## config.mk

```make
export PLATFORM = sky130hd
export DESIGN_NAME = demux_deserializer
export DESIGN_NICKNAME = d
export VERILOG_FILES = /design/src/rtl/mux_pkg.sv /design/src/rtl/demux_bit_decoder.sv /design/src/rtl/demux_deserializer.sv
export SDC_FILE = /design/constraint.sdc
export NUM_CORES = 1
export LEC_CHECK = 0
export ABC_CLOCK_PERIOD_IN_PS = 3650
export CORE_ASPECT_RATIO = 0.7
export CORE_UTILIZATION = 35
export DETAILED_ROUTE_END_ITERATION = 7
export SLEW_MARGIN = 20
export SYNTH_ARGS = -nofsm -noshare
export SYNTH_HDL_FRONTEND = slang
export SYNTH_SLANG_ARGS = --single-unit
```

## constraint.sdc

```tcl
create_clock -name clk -period 3.65 [get_ports clk]
set_input_delay 0.73 -clock clk [delete_from_list [all_inputs] [get_ports clk]]
set_output_delay 0.73 -clock clk [all_outputs]
set_load 0.03 [all_outputs]
```

## src/rtl/mux_pkg.sv

```systemverilog
// Shared constants and FSM state type for the 8:1 serial link receive side.
package mux_pkg;

    localparam int MUX_WIDTH = 8;
    localparam int MUX_SEL_W = 3;

    // IDLE: auto mode, nothing held. COLLECT: auto mode, partial word held.
    // DIRECT: caller-indexed demux (auto_mode=0).
    typedef enum logic [1:0] {
        IDLE    = 2'd0,
        COLLECT = 2'd1,
        DIRECT  = 2'd2
    } demux_state_t;

endpackage

```

## src/rtl/demux_bit_decoder.sv

```systemverilog
// Combinational index -> one-hot write-enable decoder shared by the
// shadow (auto assembly) and dout (direct demux) write paths.
module demux_bit_decoder
    import mux_pkg::*;
#(
    parameter int WIDTH = MUX_WIDTH,
    parameter int SEL_W = $clog2(WIDTH)
) (
    input  logic [SEL_W-1:0] i_sel,
    output logic [WIDTH-1:0] o_onehot
);

    // One compare per output position.
    for (genvar g = 0; g < WIDTH; g++) begin : g_dec
        assign o_onehot[g] = (i_sel == SEL_W'(g));
    end

endmodule

```

## src/rtl/demux_deserializer.sv

```systemverilog
// Serial-to-parallel receiver: auto mode assembles WIDTH bits LSB-first
// into a word; direct mode writes single dout bits at a caller-given index.
module demux_deserializer
    import mux_pkg::*;
#(
    parameter int WIDTH = MUX_WIDTH,
    parameter int SEL_W = $clog2(WIDTH)
) (
    input  logic             clk,
    input  logic             rst,
    input  logic             din,
    input  logic             din_valid,
    input  logic             auto_mode,
    input  logic [SEL_W-1:0] sel_in,
    input  logic             clear,
    output logic [WIDTH-1:0] dout,
    output logic             dout_valid,
    output logic [SEL_W-1:0] bit_idx,
    output logic             busy
);

    demux_state_t     r_state, w_next_state;
    logic [SEL_W-1:0] r_bit_idx, w_next_idx;
    logic [WIDTH-1:0] r_shadow, w_next_shadow;
    logic [WIDTH-1:0] r_dout, w_next_dout;
    logic             r_dout_valid, w_next_dv;

    // A mode change discards any partial word; the din arriving in the
    // same cycle is then handled from a clean slate in the new mode.
    logic             w_mode_chg;
    demux_state_t     w_state_base;
    logic [SEL_W-1:0] w_idx_base;
    logic [WIDTH-1:0] w_shadow_base;

    assign w_mode_chg    = auto_mode ? (r_state == DIRECT) : (r_state != DIRECT);
    assign w_state_base  = w_mode_chg ? IDLE : r_state;
    assign w_idx_base    = w_mode_chg ? '0 : r_bit_idx;
    assign w_shadow_base = w_mode_chg ? '0 : r_shadow;

    // Single write decoder: auto mode indexes by the counter, direct by sel_in.
    logic [SEL_W-1:0] w_wr_sel;
    logic [WIDTH-1:0] w_wr_onehot;
    logic [WIDTH-1:0] w_din_mask;
    logic [WIDTH-1:0] w_shadow_wr;
    logic [WIDTH-1:0] w_dout_wr;
    logic             w_last_bit;

    assign w_wr_sel = auto_mode ? w_idx_base : sel_in;

    demux_bit_decoder #(
        .WIDTH (WIDTH),
        .SEL_W (SEL_W)
    ) u_dec (
        .i_sel    (w_wr_sel),
        .o_onehot (w_wr_onehot)
    );

    assign w_din_mask  = din ? w_wr_onehot : '0;
    // At the last index this equals {din, shadow[WIDTH-2:0]}.
    assign w_shadow_wr = (w_shadow_base & ~w_wr_onehot) | w_din_mask;
    assign w_dout_wr   = (r_dout & ~w_wr_onehot) | w_din_mask;
    assign w_last_bit  = (w_idx_base == SEL_W'(WIDTH - 1));

    // Next-state / datapath decisions; priority clear > mode change > din_valid.
    always_comb begin
        w_next_state  = r_state;
        w_next_idx    = r_bit_idx;
        w_next_shadow = r_shadow;
        w_next_dout   = r_dout;
        w_next_dv     = 1'b0;
        if (clear) begin
            w_next_state  = auto_mode ? IDLE : DIRECT;
            w_next_idx    = '0;
            w_next_shadow = '0;
        end else if (!auto_mode) begin
            w_next_state  = DIRECT;
            w_next_idx    = '0;
            w_next_shadow = '0;
            if (din_valid) begin
                w_next_dout = w_dout_wr;
                w_next_dv   = 1'b1;
            end
        end else begin
            w_next_state  = w_state_base;
            w_next_idx    = w_idx_base;
            w_next_shadow = w_shadow_base;
            if (din_valid) begin
                if (w_last_bit) begin
                    w_next_dout   = w_shadow_wr;
                    w_next_dv     = 1'b1;
                    w_next_idx    = '0;
                    w_next_shadow = '0;
                    w_next_state  = IDLE;
                end else begin
                    w_next_shadow = w_shadow_wr;
                    w_next_idx    = w_idx_base + SEL_W'(1);
                    w_next_state  = COLLECT;
                end
            end
        end
    end

    // FSM state register.
    always_ff @(posedge clk) begin
        if (rst) r_state <= IDLE;
        else     r_state <= w_next_state;
    end

    // Index counter, shadow word and output registers.
    always_ff @(posedge clk) begin
        if (rst) begin
            r_bit_idx    <= '0;
            r_shadow     <= '0;
            r_dout       <= '0;
            r_dout_valid <= 1'b0;
        end else begin
            r_bit_idx    <= w_next_idx;
            r_shadow     <= w_next_shadow;
            r_dout       <= w_next_dout;
            r_dout_valid <= w_next_dv;
        end
    end

    assign dout       = r_dout;
    assign dout_valid = r_dout_valid;
    assign bit_idx    = r_bit_idx;
    assign busy       = (r_state == COLLECT);

endmodule

```

Word-level counts from Yosys, hierarchy flattened. Cells that the tools add are included.

Bits in registers: 22. Output and inout bits: 13. Word-level logic and storage cells: 53.

Add/subtract/negate cells: 1. Equality and inequality tests: 13. Multiplexer cells: 23. Bitwise operators: 7. Reduce and logical (&&, ||, !) cells: 4.

Operator list (number): $mux W8 (8); $and A8 B8 Y8 (2); $or A8 B8 Y8 (2); $eq A3 B3 Y1 const B (5); $mux W3 (4); $mux W2 (5); $not A8 Y8 (1); $eq A3 B2 Y1 const B (2); $mux W1 (6); $ne A4 B2 Y1 const B (1); $add A3 B1 Y3 const B (1); $eq A3 B1 Y1 const B (1); $logic_not A3 Y1 (1); $reduce_and A3 Y1 (1); $reduce_or A3 Y1 (1); $eq A2 B1 Y1 const B (1); $eq A2 B2 Y1 const B (1); $ne A2 B1 Y1 const B (1); $ne A2 B2 Y1 const B (1); $not A1 Y1 (2); $reduce_or A2 Y1 (1).

Logic depth before layout (Yosys ltp).
Word-level depth: 11. Depth in mapped cells: 10. Gate-level depth less buffers: 8.

Hierarchy. Synthesis repeated with hierarchy kept, for this count alone.

Cell total of the unflattened synthesis: 151. Area, all modules: 1214.9 um^2.

Modules (own cells, without submodules): demux_deserializer (times used 1, cells each 143, area an instance 1149.9 um^2, seq. area each 440.4 um^2); demux_bit_decoder (times used 1, cells each 8, area an instance 65.1 um^2, seq. area each 0.0 um^2).

Worst setup path before layout. OpenSTA, ideal clock, no wires.

Path type: in2reg. From: input port auto_mode. To: register with a tool-made name. Data arrival time: 2537 ps. Path slack: 1017 ps. Stages: 10. Cells stage by stage: inv_2 > xnor2_2 > buf_2 > and3_1 > ha_1 > o21ai_0 > nor2_1 > clkbuf_1 > a311oi_1 > nor4b_1.

RTL lines: start: declaration (line demux_deserializer.sv:13) `input logic auto_mode,`.

==> metrics.csv <==
metric,value,unit
die width,72.85,µm
WL final,3112,µm
IO Count,22,
DRT iter0 DRCs,97,
crit path DAT,3.33,ns
DR top layer,met4,
status,finished clean,
LEAKAGE,0.5026,nW
Total GRT Usage,18.62,%
"Warnings, synthesis",0,
"Top FF cell, synth",dfxtp_1,
clk_skew,0.004602,ns
synthesized area,0.001230,mm²
CTS tree,done,
M1 WL,1676,µm
hold depth,2,
worst-path fanout max,11,
clock latency on the worst-skew pair,0.27,ns
via count,1119,
Max IR drop VDD,0.2004,mV
initial antenna violation count,0,
met3 wire len,171,µm
synthesized flop and latch total,22,
Via density,5.432,
commonest cells in the netlist,"dfxtp_1, nand2_1, a21oi_1, nor2_1, nand3_1",
drt pass-1 iters,4,
diode count,0,
"Async S/R FF share, synth",0,%
Final Hold Viols,0,
CTS Buffer Depth,2,
power per cell area,323.0,mW/mm²
Mapped Cells,140,
initial core utilization,37.79,%
# rows,17,
syn_area_per_cell,8.785,µm²
CTS buffer count,3,
Final HPWL DP,2315,µm
GPL Wtd Cong,0.8351,
number of global-route vias before repair,1000,
Worst Hold Class,reg -> reg,
filler cell count,327,
wire length of the first global-routing pass,5264,µm
largest cells by area after synthesis,"dfxtp_1, a21oi_1, nand2_1, nand3_1, nor2_1",
Core ar.,0.003254,mm²
worst r2r path cells,8,
Post-CTS Hold Buffers,0,
# Max-Cap Violations,0,
Final Cycle Share,86.47,%
setup bufs post-CTS,0,
highest clock rate,316.8,MHz
PostCTS Resize Cnt,0,
final setup vio count,0,
worst slew pin tran,0.7100,ns
cell taking the most area after synthesis,dfxtp_1,
Clock Sinks,22,
Crit path required time,3.83,ns
Syn Nets,150,
CTS root buffer,clkbuf_8,
Routed WL per cell,15.11,µm
Routed Antenna Nets,0,
count of cell types in the netlist,45,
Synth-to-Final Area Change,23.09,%
Port-buffer cells,21,
r2r setup slk,1.10,ns
H-tree lvl count,1,
RSZ-0062 raised after global routing,false,
Slew Limit Fails,0,
Worst-path clk slew,0.08,ns
Post-synth EDFFs,0,
crit path kind,in -> reg,
total power,0.4891,mW
worst hold endpoint,r_shadow[0],
sequential share of the synthesized area,35.81,%
top-area cell type share of the netlist area,35.81,%
max_slew headroom,52.49,%
pin count of the biggest net entering global routing,15,
Hold Crit Start,r_shadow[0],
Setup TNS Final,0,ns
"count leader, synth",dfxtp_1,
die height,51.60,µm
# DRC,0,
gr ovfl total,0,
met2 wire length,1250,µm
Tmin final,3.156,ns
layout cells sized above 1,14.47,%
reg-to-reg startpoint,r_state[0],
die area,0.003759,mm²
nets@finish,171,
Worst Setup End Kind,register,
Setup crit start kind,input pin,
[stage by stage]
step	area [µm²]	setup slack, ns	hold WS [ns]	util, %	cells
6_report	1514	0.4937	0.4671	46.52	206
5_1_grt	1514	0.1922	0.4899	46.52	206
4_1_cts	1514	0.5222	0.4665	46.52	206
3_5_place_dp	1473	0.2211	0.4546	45.25	203
3_3_place_gp	1473	0.3613	0.4504	45.25	203
2_1_floorplan	1230	1.017	0.4357	-	140
[cell type report]
cell class	count	area (µm²)	area share, %
Clock buffer	3	41.29	2.727
Timing Repair Buffer	23	225.2	14.88
Tap cell	47	58.81	3.884
Multi-Input combinational cell	108	737.0	48.68
Inverter	3	11.26	0.7438
Sequential cell	22	440.4	29.09
[critical path, cell delays in order]
cell and delay (ns):
clkdlybuf4s50_1 0.62, inv_2 0.16, xnor2_2 0.25, and2_1 0.19
ha_1 0.26, o21ai_0 0.13, nor2_1 0.56, a311oi_1 0.14
nor4b_1 0.29
[cell usage in the layout, fill, tap and decap left out, types with 2 or more instances in the layout]
cell / count
nor3_1: 7
mux2i_1: 3
a21oi_1: 12
nand2_1: 14
clkbuf_8: 3
a31o_2: 2
inv_1: 2
nand3b_1: 2
o2bb2ai_2: 2
clkdlybuf4s50_1: 21
buf_4: 2
o22ai_1: 6
a211oi_1: 4
nor4b_1: 3
a311oi_1: 4
nand3_1: 9
or3_4: 2
mux2_2: 2
dfxtp_1: 22
nor2_1: 10
o21ai_0: 2
nor2b_1: 3
[per-layer routing]
| layer | vias up | GRT usage, % |
|---|---|---|
| met4 | 0 | 2.941 |
| met3 | 2 | 4.845 |
| li1 | 560 | - |
| met5 | - | 0 |
| met2 | 31 | 26.48 |
| met1 | 526 | 28.15 |
[cell families after synthesis]
family | count (synthesis) | synth area share [%]
xor+xnor | 3 | 2.747
compound gates | 35 | 20.45
mux | 7 | 6.408
simple gates | 62 | 29.30
buf+inv | 10 | 4.273
fa+ha+maj | 1 | 1.017
flops | 22 | 35.81
[where the power goes]
part	internal [mW]	total, mW	switching (mW)
clock network	0.0739	0.153	0.0788
registers	0.245	0.248	0.00329
logic	0.0364	0.0880	0.0517
[how the worst max path moves through the flow]
| stage | slack, ns | from | endpoint | cells after the start |
|---|---|---|---|---|
| after floorplan | 1.02 | auto_mode | register | 10 |
| after global placement | 0.36 | auto_mode | r_shadow[1] | 9 |
| after detailed placement | 0.22 | auto_mode | register | 9 |
| after CTS | 0.52 | auto_mode | register | 9 |
| after global routing | 0.19 | auto_mode | register | 9 |
| final | 0.49 | auto_mode | register | 9 |
(Power assumes the default switching activity.)
